## config.mk

```make
export PLATFORM = sky130hd
export DESIGN_NAME = gradient_frame_sequencer
export DESIGN_NICKNAME = d
export VERILOG_FILES = /design/src/rtl/optflow_pkg.sv /design/src/rtl/gradient_frame_sequencer.sv
export SDC_FILE = /design/constraint.sdc
export NUM_CORES = 1
export LEC_CHECK = 0
export BUFFER_PORTS_ARGS = -buffer_cell sky130_fd_sc_hd__buf_2
export CAP_MARGIN = 20
export CORE_MARGIN = 2
export CORE_UTILIZATION = 58
export CTS_BUF_LIST = sky130_fd_sc_hd__clkbuf_4 sky130_fd_sc_hd__clkbuf_8
export DETAILED_ROUTE_END_ITERATION = 12
export PLACE_DENSITY = 0.81
export SLEW_MARGIN = 20
export SYNTH_ARGS = -nofsm -noshare
export SYNTH_HDL_FRONTEND = slang
export SYNTH_SLANG_ARGS = --single-unit
export TNS_END_PERCENT = 100
```

## constraint.sdc

```tcl
create_clock -name clk -period 3.05 [get_ports clk]
set_input_delay 0.4575 -clock clk [delete_from_list [all_inputs] [get_ports clk]]
set_output_delay 0.4575 -clock clk [all_outputs]
set_load 0.03 [all_outputs]
```

## src/rtl/optflow_pkg.sv

```systemverilog
// Shared types and default frame geometry for the optical-flow read sequencer.
package optflow_pkg;

    typedef enum logic [1:0] {
        IDLE   = 2'd0,
        STREAM = 2'd1,
        DRAIN  = 2'd2,
        DONE   = 2'd3
    } seq_state_t;

    localparam int DEF_WIDTH        = 320;
    localparam int DEF_HEIGHT       = 240;
    localparam int DEF_DRAIN_CYCLES = 660;

endpackage

```

## src/rtl/gradient_frame_sequencer.sv

```systemverilog
// Walks both frame memories in raster order for one frame pair, waits for the
// gradient pipeline to flush, then swaps the current/previous bank.
module gradient_frame_sequencer
    import optflow_pkg::*;
#(
    parameter int WIDTH        = DEF_WIDTH,
    parameter int HEIGHT       = DEF_HEIGHT,
    parameter int DRAIN_CYCLES = DEF_DRAIN_CYCLES,
    parameter int ADDR_W       = $clog2(WIDTH * HEIGHT)
) (
    input  logic              clk,
    input  logic              rst,
    input  logic              start,
    input  logic              stall,
    input  logic              grad_valid,
    output logic              rd_en,
    output logic [ADDR_W-1:0] rd_addr,
    output logic              bank_curr,
    output logic              pixel_valid,
    output logic              first_frame,
    output logic              busy,
    output logic              frame_done,
    output logic              start_err,
    output logic [15:0]       frame_count,
    output logic [ADDR_W:0]   grad_count
);

    localparam int                PIXELS    = WIDTH * HEIGHT;
    localparam logic [ADDR_W-1:0] LAST_ADDR = ADDR_W'(PIXELS - 1);
    // Drain counter runs 0..DRAIN_CYCLES-1; DRAIN_CYCLES is expected to be >= 1.
    localparam int                DRAIN_W    = (DRAIN_CYCLES > 1) ? $clog2(DRAIN_CYCLES) : 1;
    localparam logic [DRAIN_W-1:0] DRAIN_LAST = DRAIN_W'(DRAIN_CYCLES - 1);

    seq_state_t         state;
    logic [ADDR_W-1:0]  addr_cnt;
    logic [ADDR_W-1:0]  addr_last;
    logic [DRAIN_W-1:0] drain_cnt;

    // Read issue reacts to stall in the same cycle so no pixel slot is wasted.
    assign rd_en      = (state == STREAM) && !stall;
    assign rd_addr    = rd_en ? addr_cnt : addr_last;
    assign busy       = (state != IDLE);
    assign frame_done = (state == DONE);

    always_ff @(posedge clk) begin
        if (rst) begin
            state       <= IDLE;
            addr_cnt    <= '0;
            addr_last   <= '0;
            drain_cnt   <= '0;
            bank_curr   <= 1'b0;
            pixel_valid <= 1'b0;
            first_frame <= 1'b1;
            start_err   <= 1'b0;
            frame_count <= '0;
            grad_count  <= '0;
        end else begin
            // Memory data arrives one cycle after the read strobe.
            pixel_valid <= rd_en;
            start_err   <= start && (state != IDLE);

            if (busy && grad_valid && !(&grad_count))
                grad_count <= grad_count + 1'b1;

            if (rd_en) begin
                addr_last <= addr_cnt;
                addr_cnt  <= addr_cnt + 1'b1;
            end

            case (state)
                IDLE: begin
                    if (start) begin
                        state      <= STREAM;
                        addr_cnt   <= '0;
                        grad_count <= '0;
                    end
                end
                STREAM: begin
                    if (rd_en && (addr_cnt == LAST_ADDR)) begin
                        state     <= DRAIN;
                        drain_cnt <= '0;
                    end
                end
                DRAIN: begin
                    if (drain_cnt == DRAIN_LAST) begin
                        // Bank swap and bookkeeping become visible together with frame_done.
                        state       <= DONE;
                        bank_curr   <= ~bank_curr;
                        frame_count <= frame_count + 16'd1;
                        first_frame <= 1'b0;
                    end else begin
                        drain_cnt <= drain_cnt + 1'b1;
                    end
                end
                DONE: state <= IDLE;
                default: state <= IDLE;
            endcase
        end
    end

endmodule

```

After elaboration in Yosys (flattened, before gate mapping)
Index checks and enable logic that the tools add are counted.
Word-level totals
  memories kept: 0
  memory bits (read-only): 0
  output and inout port bits: 58
  input bits: 5
  word-level logic and storage cells: 52
  memory bits (writable): 0
  bits in latches: 0
  flip-flop bits (word level): 84
Cells by class
  $lt $le $gt $ge: 0
  $mul: 0
  divide/modulo/power cells: 0
  shift operators: 0
  equal/unequal tests: 9
  bitwise gates (word level): 1
  multiplexer cells: 14
  $add $sub $neg: 4
  reduce and logical (&&, ||, !) cells: 14
Operators by type and width (count)
  $mux 17: 4
  $mux 18: 3
  $mux 10: 2
  $pmux 10 s2: 1
  $add 18x1->18 const B: 1
  $reduce_and 18->1: 1
  $add 17x1->17 const B: 1
  $eq 17x17->1 const B: 1
  $add 16x1->16 const B: 1
  $add 10x1->10 const B: 1
  $eq 10x10->1 const B: 1
  $pmux 2 s4: 1
  $mux 2: 3
  $ne 2x2->1 const B: 3
  $reduce_and 3->1: 2
  $logic_and 1x1->1: 5
  $eq 2x2->1 const B: 2
  $reduce_bool 2->1: 2
  $eq 2x1->1 const B: 1
  $logic_not 1->1: 2
  $logic_not 2->1: 1
  $ne 2x1->1 const B: 1
  $reduce_and 2->1: 1
  $not 1->1: 1

Depth between registers and ports, before layout
  depth in word-level cells: 6
  depth in mapped cells: 9
  gate-level depth less buffers: 7

Worst setup path after synthesis
Ideal clock, no wire load.
  path type: register to output
  start: reg state[1]
  end: out rd_addr[12]
  arrival: 1733 ps
  buffers on the path: 2
  setup slack: 860 ps
  data required time: 2592 ps
  cell stages (with the launch flop): 9
  cells stage by stage: dfxtp_1 inv_1 ha_1 buf_2 nand2b_1 inv_1 clkbuf_1 nand2_1 nand2_1
On the way
  longest elaborated chain between the ends: 3
RTL lines
  start, declared: RTL line gradient_frame_sequencer.sv:34  | seq_state_t state;
  start signal, assigned: RTL line gradient_frame_sequencer.sv:47  | state <= IDLE;
  start signal, assigned: RTL line gradient_frame_sequencer.sv:73  | state <= STREAM;
  start signal, assigned: RTL line gradient_frame_sequencer.sv:80  | state <= DRAIN;
  $eq 2x1->1: RTL line gradient_frame_sequencer.sv:40  | assign rd_en = (state == STREAM) && !stall;
  $logic_and 1x1->1: RTL line gradient_frame_sequencer.sv:40
  named net rd_en: RTL line gradient_frame_sequencer.sv:16  | output logic rd_en,
  $mux 17
  end, declared: RTL line gradient_frame_sequencer.sv:17  | output logic [ADDR_W-1:0] rd_addr,
The timed path passes the listed nets, and every way through them passes these cells.

Worst setup path in the final report
  start: reg state[1]
  end: out rd_addr[13]
On the way
  longest elaborated chain between the ends: 3
RTL lines (RTL line)
  $eq 2x1->1: gradient_frame_sequencer.sv:40
  $logic_and 1x1->1: gradient_frame_sequencer.sv:40
  $mux 17
No other way between the ends.

==> results.sh <==
export IMPL_status="finished clean"
export IMPL_reg2reg_slack_ns=0.64
export IMPL_core_area_sq_um=6680
export IMPL_path_max_fanout=20
export IMPL_clkLatencyLatePin_ns=0.36
export IMPL_cts_tree="built"
export IMPL_grt_overflow=0
export IMPL_numCtsBuffers=9
export IMPL_start_util_pct=59.1
export IMPL_h_tree_depth=3
export IMPL_critical_path_arrival_ns=2.15
export IMPL_clockBufferDepth=2
export IMPL_grt_pass1_vias=3055
export IMPL_post_route_period_util_pct=85.4
export IMPL_yosysUniqueCellTypes=49
export IMPL_synth_area_leaders="dfxtp_1 (43%), nand2_1 (7.3%), xnor2_1 (5.5%), nor2_1 (5.0%), xor2_1 (4.4%)"
export IMPL_maxCapViolations=0
export IMPL_grt_max_degree=26
export IMPL_fin_hold_ws_ns=0.435
export IMPL_critPathRequiredTime_ns=2.59
export IMPL_diodes=0
export IMPL_synthCells=466
export IMPL_slew_headroom_pct=42.6
export IMPL_startpoint_type="flip-flop"
export IMPL_path_class="flip-flop to primary output"
export IMPL_dp_hpwl_microns=5930
export IMPL_total_power_uw=2530
export IMPL_die_h_microns=86.5
export IMPL_yosysWarnings=0
export IMPL_nets=541
export IMPL_setup_tns_ns=0
export IMPL_place_ws_ns=0.652
export IMPL_fin_util_pct=68.4
export IMPL_min_period_ns=2.61
export IMPL_synthFlopType="dfxtp_1"
export IMPL_post_cts_buffers=0
export IMPL_avgSynthCellArea_sq_um=8.47
export IMPL_ys_seq_area_share_pct=42.6
export IMPL_setup_ws_ns=0.445
export IMPL_gp_congestion=0.901
export IMPL_die_area_sq_um=7480
export IMPL_die_x_microns=86.5
export IMPL_grt_pass1_wl_microns=13800
export IMPL_path_clk_slew_ns=0.08
export IMPL_synth_edf_count=0
export IMPL_detail_route_wl_per_cell_microns=13.5
export IMPL_hold_class="input port to flip-flop"
export IMPL_netlist_area_sq_um=3950
export IMPL_final_setup_viol_count=0
export IMPL_drt_iter0_markers=167
export IMPL_ant_nets=0
export IMPL_wirelength_microns=8300
export IMPL_p_leak_uw=0.00192
export IMPL_ctsHoldBuffers=0
export IMPL_drc=0
export IMPL_antenna_found_initial=0
export IMPL_crit_path_end_kind="primary output"
export IMPL_finClkSkew_ns=0.00510
export IMPL_powerDensity_nw_per_um2=553
export IMPL_final_hold_viol_count=0
export IMPL_drive_above_1_share_pct=18.0
export IMPL_async_flop_share_pct=0
export IMPL_cts_sinks=84
export IMPL_post_cts_resized=0
export IMPL_first_pass_iters=4
export IMPL_grt_usage_pct=23.0
export IMPL_yosysTopAreaCell="dfxtp_1"
export IMPL_syn_nets=479
export IMPL_synth_top_area_share_pct=42.6
export IMPL_slew_violations=0
export IMPL_ys_ff_latch=84
export IMPL_ir_drop_mv=0.397
export IMPL_synthToLayoutAreaGrowth_pct=15.8
export IMPL_rsz0062_at_grt="false"
export IMPL_worstMarginPinSlew_ns=0.861
export IMPL_root_buffer="clkbuf_8"
export IMPL_io_buffers=62
export IMPL_io_pins=63
export IMPL_vias_per_cell=5.49
export IMPL_fmax_mhz=384
export IMPL_rows=30
export IMPL_num_vias=3368
registers in the layout, summed over array words and instances, names as in the netlist:
| register | count |
|---|---|
| drain_cnt | 10 |
| bank_curr | 1 |
| state | 2 |
| pixel_valid | 1 |
| frame_count | 16 |
| start_err | 1 |
| addr_last | 17 |
| addr_cnt | 17 |
| first_frame | 1 |
| grad_count | 18 |
routing by layer:
| layer | track usage [%] | up-vias | share of wire (%) |
|---|---|---|---|
| met5 | 0 | - | 0 |
| met4 | 10.5 | 0 | 1.9 |
| met3 | 5.43 | 17 | 3.9 |
| met2 | 35.4 | 74 | 47 |
| met1 | 30.7 | 1563 | 48 |
| li1 | - | 1714 | - |
cells in the mapped netlist (3+ instances only):
cell and number:
dfxtp_1 84, nand2_1 77, nor2_1 53, xnor2_1 25, and2_1 20, nand3_1 20, xor2_1 20, a21oi_1 16
inv_1 14, nand4_1 14, clkbuf_1 12, o21ai_0 11, and3_1 10, nor3_1 10, ha_1 8, or3_1 7
or4_1 7, o211ai_1 6, a31oi_1 4, nor3_2 4, and4_1 3, buf_6 3, mux2i_1 3, nand2b_1 3
nor2b_1 3, o31ai_1 3
stage by stage:
step / area [sq um] / cells
6_report: 4570 / 613
5_1_grt: 4570 / 613
4_1_cts: 4570 / 613
3_5_place_dp: 4320 / 597
3_3_place_gp: 4320 / 597
2_1_floorplan: 3950 / 466
final timing paths:
path / cells after the start / startpoint / end
worst max register to register: 7 / state[1]$_SDFFE_PP0P_ / drain_cnt[8]$_SDFFE_PP0P_
worst min-delay path: 3 / start / start_err$_SDFF_PP0_
worst min register to register: 2 / first_frame$_SDFFE_PP1P_ / first_frame$_SDFFE_PP1P_
worst max-delay path: 7 / state[1]$_SDFFE_PP0P_ / rd_addr[13]
final cells by class:
type	count	area (sq um)
Inverter	14	52.6
Clock buffer	12	159
Clock inverter	4	95.1
Timing Repair Buffer	67	348
Tap cell	80	100
Multi-Input combinational cell	352	2130
Sequential cell	84	1680
Fill cell	555	2110
cells in the final DEF (no fill, tap or decap), types with 4 or more instances in the layout:
cell	count
o21ai_0	11
nand3_1	20
a21oi_1	16
nor2_1	53
xor2_1	20
or4_1	7
and3_1	10
clkbuf_8	11
xnor2_1	25
dfxtp_1	84
ha_1	8
or3_1	7
and2_1	20
nand4_1	14
a31oi_1	4
buf_2	62
buf_4	5
inv_1	14
nor3_1	10
o211ai_1	6
nand2_1	77
nor3_2	4
where the power goes:
group          total, uW  internal, uW  leakage [uW]  switching (uW)
clock                986           597      0.000130             390
sequential          1150          1120      0.000677            27.2
combinational        392           116       0.00111             276
worst max-delay path, cell delays in order, from the launching register on:
cell and delay (ns):
dfxtp_1 0.34, inv_1 0.08, ha_1 0.38, nand2b_1 0.12
inv_1 0.45, nand2_1 0.12, nand2_1 0.10, buf_2 0.20
kinds of logic after synthesis:
logic type / count (synthesis) / synth area share, %
flip-flops: 84 / 42.6
XOR/XNOR: 45 / 9.98
AO/OA/AOI/OAI: 50 / 7.96
multiplexers: 3 / 0.761
buffers and inverters: 30 / 3.45
AND/OR/NAND/NOR: 246 / 32.7
adder cells (fa/ha/maj): 8 / 2.54
Power figures use the tool's default switching activity.
